--- config.mk ---
export PLATFORM = sky130hd
export DESIGN_NAME = segment_uop_sequencer
export DESIGN_NICKNAME = d
export VERILOG_FILES = /design/src/rtl/segment_uop_sequencer.sv
export SDC_FILE = /design/constraint.sdc
export NUM_CORES = 2
export LEC_CHECK = 0
export ABC_AREA = 1
export CAP_MARGIN = 40
export CORE_ASPECT_RATIO = 0.5
export CORE_MARGIN = 2
export CORE_UTILIZATION = 25
export DETAILED_ROUTE_END_ITERATION = 8
export SLEW_MARGIN = 10
export SYNTH_ARGS = -nofsm -noshare
export SYNTH_HDL_FRONTEND = slang
export SYNTH_SLANG_ARGS = --single-unit
--- constraint.sdc ---
create_clock -name clk_i -period 14.47 [get_ports clk_i]
set_input_delay 4.341 -clock clk_i [delete_from_list [all_inputs] [get_ports clk_i]]
set_output_delay 4.341 -clock clk_i [all_outputs]
set_load 0.01 [all_outputs]
--- src/rtl/segment_uop_sequencer.sv ---
`default_nettype none
// ============================================================================
// Module   : segment_uop_sequencer
// Purpose  : Splits one segmented vector load/store into per-element micro-ops
//            (segment-major) with a bounded number in flight.
// Revision : 1.0
// ============================================================================
module segment_uop_sequencer #(
   parameter int AddrWidth      = 64,
   parameter int VlWidth        = 16,
   parameter int MaxNf          = 8,
   parameter int MaxOutstanding = 4
) (
   input  logic                 clk_i,
   input  logic                 rst_i,
   input  logic                 flush_i,
   input  logic                 seg_valid_i,
   output logic                 seg_ready_o,
   input  logic                 seg_is_load_i,
   input  logic                 seg_unit_stride_i,
   input  logic [2:0]           seg_nf_i,
   input  logic [1:0]           seg_eew_i,
   input  logic [VlWidth-1:0]   seg_vl_i,
   input  logic [VlWidth-1:0]   seg_vstart_i,
   input  logic [AddrWidth-1:0] seg_base_i,
   input  logic [AddrWidth-1:0] seg_stride_i,
   input  logic [4:0]           seg_vd_i,
   output logic                 uop_valid_o,
   input  logic                 uop_ready_i,
   output logic [AddrWidth-1:0] uop_addr_o,
   output logic [4:0]           uop_vd_o,
   output logic [VlWidth-1:0]   uop_idx_o,
   output logic                 uop_is_load_o,
   input  logic                 uop_resp_valid_i,
   input  logic                 uop_resp_exc_i,
   output logic                 done_valid_o,
   input  logic                 done_ready_i,
   output logic                 done_exc_o,
   output logic [VlWidth-1:0]   done_vstart_o,
   output logic                 busy_o
);

   localparam int                   c_OUT_W   = $clog2(MaxOutstanding + 1);
   localparam logic [c_OUT_W-1:0]   c_MAX_OUT = c_OUT_W'(MaxOutstanding);
   localparam logic [2:0]           c_NF_MAX  = 3'(MaxNf - 1);

   typedef enum logic [1:0] {
      S_IDLE  = 2'd0,
      S_ISSUE = 2'd1,
      S_DRAIN = 2'd2,
      S_DONE  = 2'd3
   } state_t;

   state_t                 r_state, w_state_nxt;
   logic                   r_is_load;
   logic [2:0]             r_nf;
   logic [1:0]             r_eew;
   logic [VlWidth-1:0]     r_vl;
   logic [AddrWidth-1:0]   r_base;
   logic [AddrWidth-1:0]   r_stride;
   logic [4:0]             r_vd;
   logic [VlWidth-1:0]     r_iseg, r_rseg;
   logic [2:0]             r_ifield, r_rfield;
   logic [c_OUT_W-1:0]     r_outst;
   logic                   r_exc;
   logic [VlWidth-1:0]     r_done_vstart;

   logic                   w_accept, w_uop_hs, w_resp, w_new_exc, w_last;
   logic [2:0]             w_nf;
   logic [AddrWidth-1:0]   w_stride;
   logic [c_OUT_W-1:0]     w_outst_nxt;

   assign w_accept    = seg_valid_i && seg_ready_o;
   assign w_nf        = ({1'b0, seg_nf_i} >= 4'(MaxNf)) ? c_NF_MAX : seg_nf_i;
   assign w_stride    = seg_unit_stride_i
                        ? (AddrWidth'({1'b0, w_nf} + 4'd1) << seg_eew_i)
                        : seg_stride_i;
   assign w_uop_hs    = uop_valid_o && uop_ready_i;
   // Responses with nothing in flight are stray and must not underflow.
   assign w_resp      = uop_resp_valid_i && (r_outst != '0);
   assign w_new_exc   = w_resp && uop_resp_exc_i && !r_exc;
   assign w_last      = (r_iseg == r_vl - VlWidth'(1)) && (r_ifield == r_nf);
   assign w_outst_nxt = r_outst + c_OUT_W'(w_uop_hs) - c_OUT_W'(w_resp);

   assign uop_addr_o    = r_base + (AddrWidth'(r_iseg) * r_stride)
                          + (AddrWidth'(r_ifield) << r_eew);
   assign uop_vd_o      = r_vd + {2'b00, r_ifield};
   assign uop_idx_o     = r_iseg;
   assign uop_is_load_o = r_is_load;
   assign busy_o        = (r_state != S_IDLE);
   assign done_exc_o    = (r_state == S_DONE) && r_exc;
   assign done_vstart_o = (r_state == S_DONE) ? r_done_vstart : '0;

   always_ff @(posedge clk_i) begin
      if (rst_i || flush_i) begin
         r_state <= S_IDLE;
      end else begin
         r_state <= w_state_nxt;
      end
   end

   always_comb begin
      w_state_nxt  = r_state;
      seg_ready_o  = 1'b0;
      uop_valid_o  = 1'b0;
      done_valid_o = 1'b0;
      case (r_state)
         S_IDLE: begin
            seg_ready_o = 1'b1;
            if (w_accept) begin
               w_state_nxt = (seg_vl_i <= seg_vstart_i) ? S_DONE : S_ISSUE;
            end
         end
         S_ISSUE: begin
            uop_valid_o = (r_outst < c_MAX_OUT) && !r_exc;
            if (w_new_exc || (w_uop_hs && w_last)) begin
               w_state_nxt = S_DRAIN;
            end
         end
         S_DRAIN: begin
            if (w_outst_nxt == '0) begin
               w_state_nxt = S_DONE;
            end
         end
         S_DONE: begin
            done_valid_o = 1'b1;
            if (done_ready_i) begin
               w_state_nxt = S_IDLE;
            end
         end
         default: w_state_nxt = S_IDLE;
      endcase
   end

   always_ff @(posedge clk_i) begin
      if (rst_i || flush_i) begin
         r_is_load     <= 1'b0;
         r_nf          <= '0;
         r_eew         <= '0;
         r_vl          <= '0;
         r_base        <= '0;
         r_stride      <= '0;
         r_vd          <= '0;
         r_iseg        <= '0;
         r_rseg        <= '0;
         r_ifield      <= '0;
         r_rfield      <= '0;
         r_outst       <= '0;
         r_exc         <= 1'b0;
         r_done_vstart <= '0;
      end else if (w_accept) begin
         r_is_load     <= seg_is_load_i;
         r_nf          <= w_nf;
         r_eew         <= seg_eew_i;
         r_vl          <= seg_vl_i;
         r_base        <= seg_base_i;
         r_stride      <= w_stride;
         r_vd          <= seg_vd_i;
         r_iseg        <= seg_vstart_i;
         r_rseg        <= seg_vstart_i;
         r_ifield      <= '0;
         r_rfield      <= '0;
         r_outst       <= '0;
         r_exc         <= 1'b0;
         r_done_vstart <= seg_vl_i;
      end else begin
         r_outst <= w_outst_nxt;
         if (w_uop_hs) begin
            if (r_ifield == r_nf) begin
               r_ifield <= '0;
               r_iseg   <= r_iseg + VlWidth'(1);
            end else begin
               r_ifield <= r_ifield + 3'd1;
            end
         end
         // The response pointer names the segment a faulting response belongs to.
         if (w_resp) begin
            if (r_rfield == r_nf) begin
               r_rfield <= '0;
               r_rseg   <= r_rseg + VlWidth'(1);
            end else begin
               r_rfield <= r_rfield + 3'd1;
            end
            if (w_new_exc) begin
               r_exc         <= 1'b1;
               r_done_vstart <= r_rseg;
            end
         end
      end
   end

endmodule
`default_nettype wire

# Word-level counts from Yosys, hierarchy flattened
# Index checks and enable logic that the tools add are counted.
word_totals:
  regBits: 215
  out_inout_bits: 107
  in_bits: 180
op_classes:
  order_cmp: 2
  shift: 2
  muxes: 22
  addsub: 11
  n_eq_ne: 10
  n_mul: 1
  reduce_logical: 27
ops:
  columns: ["operator", "n"]
  rows:
  - ["$mux W16", 10]
  - ["$add A64 B64 Y64", 2]
  - ["$mul A16 B64 Y64", 1]
  - ["$mux W64", 1]
  - ["$shl A3 B2 Y64", 1]
  - ["$shl A4 B2 Y64", 1]
  - ["$add A16 B1 Y16 const B", 2]
  - ["$eq A16 B16 Y1", 1]
  - ["$le A16 B16 Y1", 1]
  - ["$sub A16 B1 Y16 const B", 1]
  - ["$reduce_bool A2 Y1", 6]
  - ["$mux W2", 5]
  - ["$logic_and A1 B1 Y1", 9]
  - ["$ne A2 B2 Y1 const B", 4]
  - ["$pmux W2 S4", 1]
  - ["$reduce_and A2 Y1", 4]
  - ["$add A3 B1 Y3 const B", 2]
  - ["$eq A3 B3 Y1", 2]
  - ["$mux W3", 2]
  - ["$add A5 B3 Y5", 1]
  - ["$add A3 B1 Y4 const B", 1]
  - ["$eq A2 B2 Y1 const B", 2]
  - ["$reduce_and A4 Y1", 1]
  - ["$add A3 B1 Y3", 1]
  - ["10 further kinds", 13]

# Logic depth before layout (Yosys ltp)
depth:
  ltp_word: 9
  depth_mapped: 31
  mapped_depth_nobuf: 29

# Worst setup path before layout
# Ideal clock, no wire load.
synth_timing:
  kind: "reg-to-output"
  from: "reg r_iseg[7], in the netlist uop_idx_o[7]"
  to: "out uop_addr_o[60]"
  path_stages_with_launch: 27
  required_ns: 10.129
  t_arrival_ns: 5.873
  slack_ns: 4.256
  path_cell_list: "dfxtp_1 > clkbuf_1 > clkbuf_1 > clkbuf_1 > nand2_1 > fa_1 > inv_1 > fa_1 > inv_1 > fa_1 > inv_1 > fa_1 > fa_1 > inv_1 > fa_1 > inv_1 > ha_1 > a21oi_1 > a21boi_1 > nor2_1 > o21ai_0 > nand2_1 > a21oi_2 > inv_1 > nand3_1 > nand2_1 > xor2_1"
synth_via:
  elab_chain_len: 3
synth_rtl:
  columns: ["element", "line", "rtl"]
  rows:
  - ["start, declared", "62", "logic [VlWidth-1:0] r_iseg, r_rseg;"]
  - ["start signal, assigned", "159", "r_iseg <= seg_vstart_i;"]
  - ["start signal, assigned", "171", "r_iseg <= r_iseg + VlWidth'(1);"]
  - ["$mul A16 B64 Y64", "85", "assign uop_addr_o = r_base + (AddrWidth'(r_iseg) * r_stride)"]
  - ["$add A64 B64 Y64", "85", null]
  - ["$add A64 B64 Y64", "86", "+ (AddrWidth'(r_ifield) << r_eew);"]
  - ["end, declared", "30", "output logic [AddrWidth-1:0] uop_addr_o,"]
# Every way passes these cells.

# Final worst setup path
layout_timing:
  from: "reg r_iseg[1], in the netlist uop_idx_o[1]"
  to: "out uop_addr_o[51]"
# The elaborated chain is that of the path after synthesis.

==> qor.csv <==
metric,value,unit
IO Pins,287,
#FFs+latches synth,215,
synthesized net count,6592,
number of enable flip-flop cells after synthesis,0,
Startpoint Class,flop,
starting DRC count in detailed routing,2453,
Setup Skew,26.31,ps
Post-Route Setup TNS,0,ps
Avg WL per Cell,17.86,µm
"Distinct cells, synth",58,
status,"complete, no violations",
Bufs and invs on worst path,6,
first drt pass iteration count,6,
CP max-delay cell,dfxtp_2,
crit path kind,reg2out,
relative slew slack,34.20,%
"Clk pin slew, worst setup/hold paths",60,ps
most frequent cell after synthesis,inv_1,
Fin. Hold Viols,0,
layout cells sized above 1,3.137,%
post-CTS resize count,0,
Final Setup Violations,0,
post-detailed-route count of antenna-violating nets,0,
Worst Path Max Fanout,25,
postcts setup bufs,0,
netlist area before placement,40710,µm²
Reg2Reg Setup Slack,11150,ps
initial antenna violation count,17,
"Top FF cell, synth",dfxtp_1,
Worst Path Required,10130,ps
global route overflow,0,
vias in the first global route,35040,
CTS tree,done,
Critical Path Max Stage Delay,740,ps
Clock Tree Buf Depth,3,
via count,33847,
largest net degree at the start of global routing,157,
# fillers,17367,
cell mode on critical path,fa_1,
Max VDD drop,0.00008190,V
Area after DPL,45940,µm²
Slew @ Worst Pin,985.7,ps
Tcrit/Tclk final,86.69,%
"critical path, cell by cell",buf_4 > nand2_1 > fa_1 > fa_1 > fa_1 > inv_1 > fa_1 > fa_1 > inv_1 > fa_1 > inv_1 > ha_1 > nand2_1 > nor2_1 > inv_1 > nor4_1 > nand3_1 > nand3_1 > a21oi_1 > xnor2_1 > clkdlybuf4s50_1,
Die Wd,574.7,µm
DRT Wirelength,137400,µm
largest area contributor in the netlist,fa_1,
leak pwr,24.66,nW
PortBufs,286,
Row Count,104,
DIE HEIGHT,289.3,µm
Final min period,12540,ps
HPWL Detailed,111500,µm
asr flop ratio synth,0,%
Syn Inst Count,5404,
CTS Hold Bufs,0,
total CTS buffers,27,
initial core utilization,25.25,%
"Seq/Total Area, Yosys",10.57,%
die area,166300,µm²
Max Cap Viol,0,
Inst Count DP,7637,
first-pass GRT wire length,211600,µm
final slew viol count,0,
RSZ-0062 raised after global routing,no,
pwr dens,41.75,nW/µm²
DR vias/cell,4.400,
Syn Area/Cell,7.534,µm²
number of H-tree levels,1,
final instance area,46910,µm²
Final #Nets,6681,
"delay-heaviest family, CP",adder cells,
Final Wtd Congestion,0.9426,
total power,1.959,mW
Global Route Usage Sum,16.56,%
Synth area leaders,"fa_1 40%, inv_1 14%, nand2_1 12%, dfxtp_1 11%, ha_1 5.7%",
core area,161200,µm²
fmax,0.07972,GHz
Crit. End Element,output port,
Remaining DRCs,0,
Ys Warns,0,
"Clk Latency, worst-skew pair",630,ps
CP arrival,8200,ps
top cell type's share of synthesized area,40.37,%
# clock sinks,215,
post-route insts no fill,7692,
P&R area growth vs syn,15.23,%
Synth top cells by count,"1481 x inv_1, 1290 x nand2_1, 821 x fa_1",
Hold Crit Class,reg2reg,
Root Buffer Master,clkbuf_16,
## layout make-up
class	count	area, µm²	share of cell area, %
multi-input combinational	3416	29730	63.38
inverter	1489	5592	11.92
sequential	215	4324	9.217
timing repair buffer	344	3575	7.620
tap	2173	2719	5.796
clock buffer	31	710.7	1.515
clock inverter	19	246.5	0.5254
antenna	5	12.51	0.02667
## cell usage in the layout (no fill, tap or decap), types with 10 or more instances in the layout
cell type	n
a21oi_1	120
a31oi_1	32
buf_12	10
buf_4	26
buf_8	20
clkbuf_16	27
clkdlybuf4s50_1	286
dfxtp_1	199
dfxtp_2	16
fa_1	821
ha_1	187
inv_1	1480
nand2_1	1289
nand3_1	144
nand4_1	16
nor2_1	316
nor2_2	12
nor3_1	22
o21ai_0	198
o21ai_1	10
o21bai_1	14
o22ai_1	19
xnor2_1	40
xor2_1	74
## layer usage
metal | share of wire [%] | GRT usage (%) | vias to the layer above
met5 | 0.060 | 0 | -
met4 | 3.1 | 4.713 | 14
met3 | 8.8 | 4.310 | 219
met2 | 46 | 27.49 | 1137
met1 | 42 | 21.27 | 16794
li1 | - | - | 15683
## worst register-to-register path: cells and delay by family (launching register included)
kind / cells / cell delay [ps]
flip-flops: 1 / 340
buffers and inverters: 4 / 1600
AO/OA/AOI/OAI: 1 / 310
AND/OR/NAND/NOR: 2 / 700
adder cells (fa/ha/maj): 1 / 280
## power breakdown
part | total [mW] | internal [mW] | switching [mW]
registers | 0.675 | 0.617 | 0.0575
logic | 0.533 | 0.212 | 0.321
clock network | 0.751 | 0.430 | 0.321
## kinds of logic (layout without fill, tap and decap cells)
kind of cell	Yosys count	count (layout)	synth area share [%]
other cells	0	5	0
simple gates	1839	1839	18.03
mux	1	1	0.02459
xor+xnor	116	116	2.548
flops	215	215	10.57
compound gates	452	452	6.263
fa+ha+maj	1008	1008	46.12
buf+inv	1773	1883	16.44
## path summary, 6_finish.rpt
check	from	end	cells after the start
setup / recovery	uop_idx_o[1]$_SDFFE_PP0P_	uop_addr_o[51]	21
hold / removal	r_vl[15]$_SDFFE_PP0P_	r_vl[15]$_SDFFE_PP0P_	2
setup reg to reg	r_state[0]$_SDFFE_PP0P_	r_stride[39]$_SDFFE_PP0P_	8
hold reg to reg	r_vl[15]$_SDFFE_PP0P_	r_vl[15]$_SDFFE_PP0P_	2
## sequential cells by signal, summed over array words and instances (netlist names), 2 cells and up
name,count
r_ifield,3
uop_idx_o,16
r_state,2
r_stride,64
r_base,64
r_eew,2
r_rseg,16
r_nf,3
r_rfield,3
r_done_vstart,16
r_outst,3
r_vd,5
r_vl,16
## through the flow
stage | setup WS (ps) | hold WS [ps] | utilization (%)
detailed placement | 2511 | 477.2 | 28.50
global route | 1612 | 514.7 | 29.09
floorplan | 4256 | 453.4 | -
global placement | 2386 | 462.7 | 28.25
finish | 1926 | 482.6 | 29.10
CTS | 1845 | 484.8 | 29.09
Power figures use the tool's default switching activity.
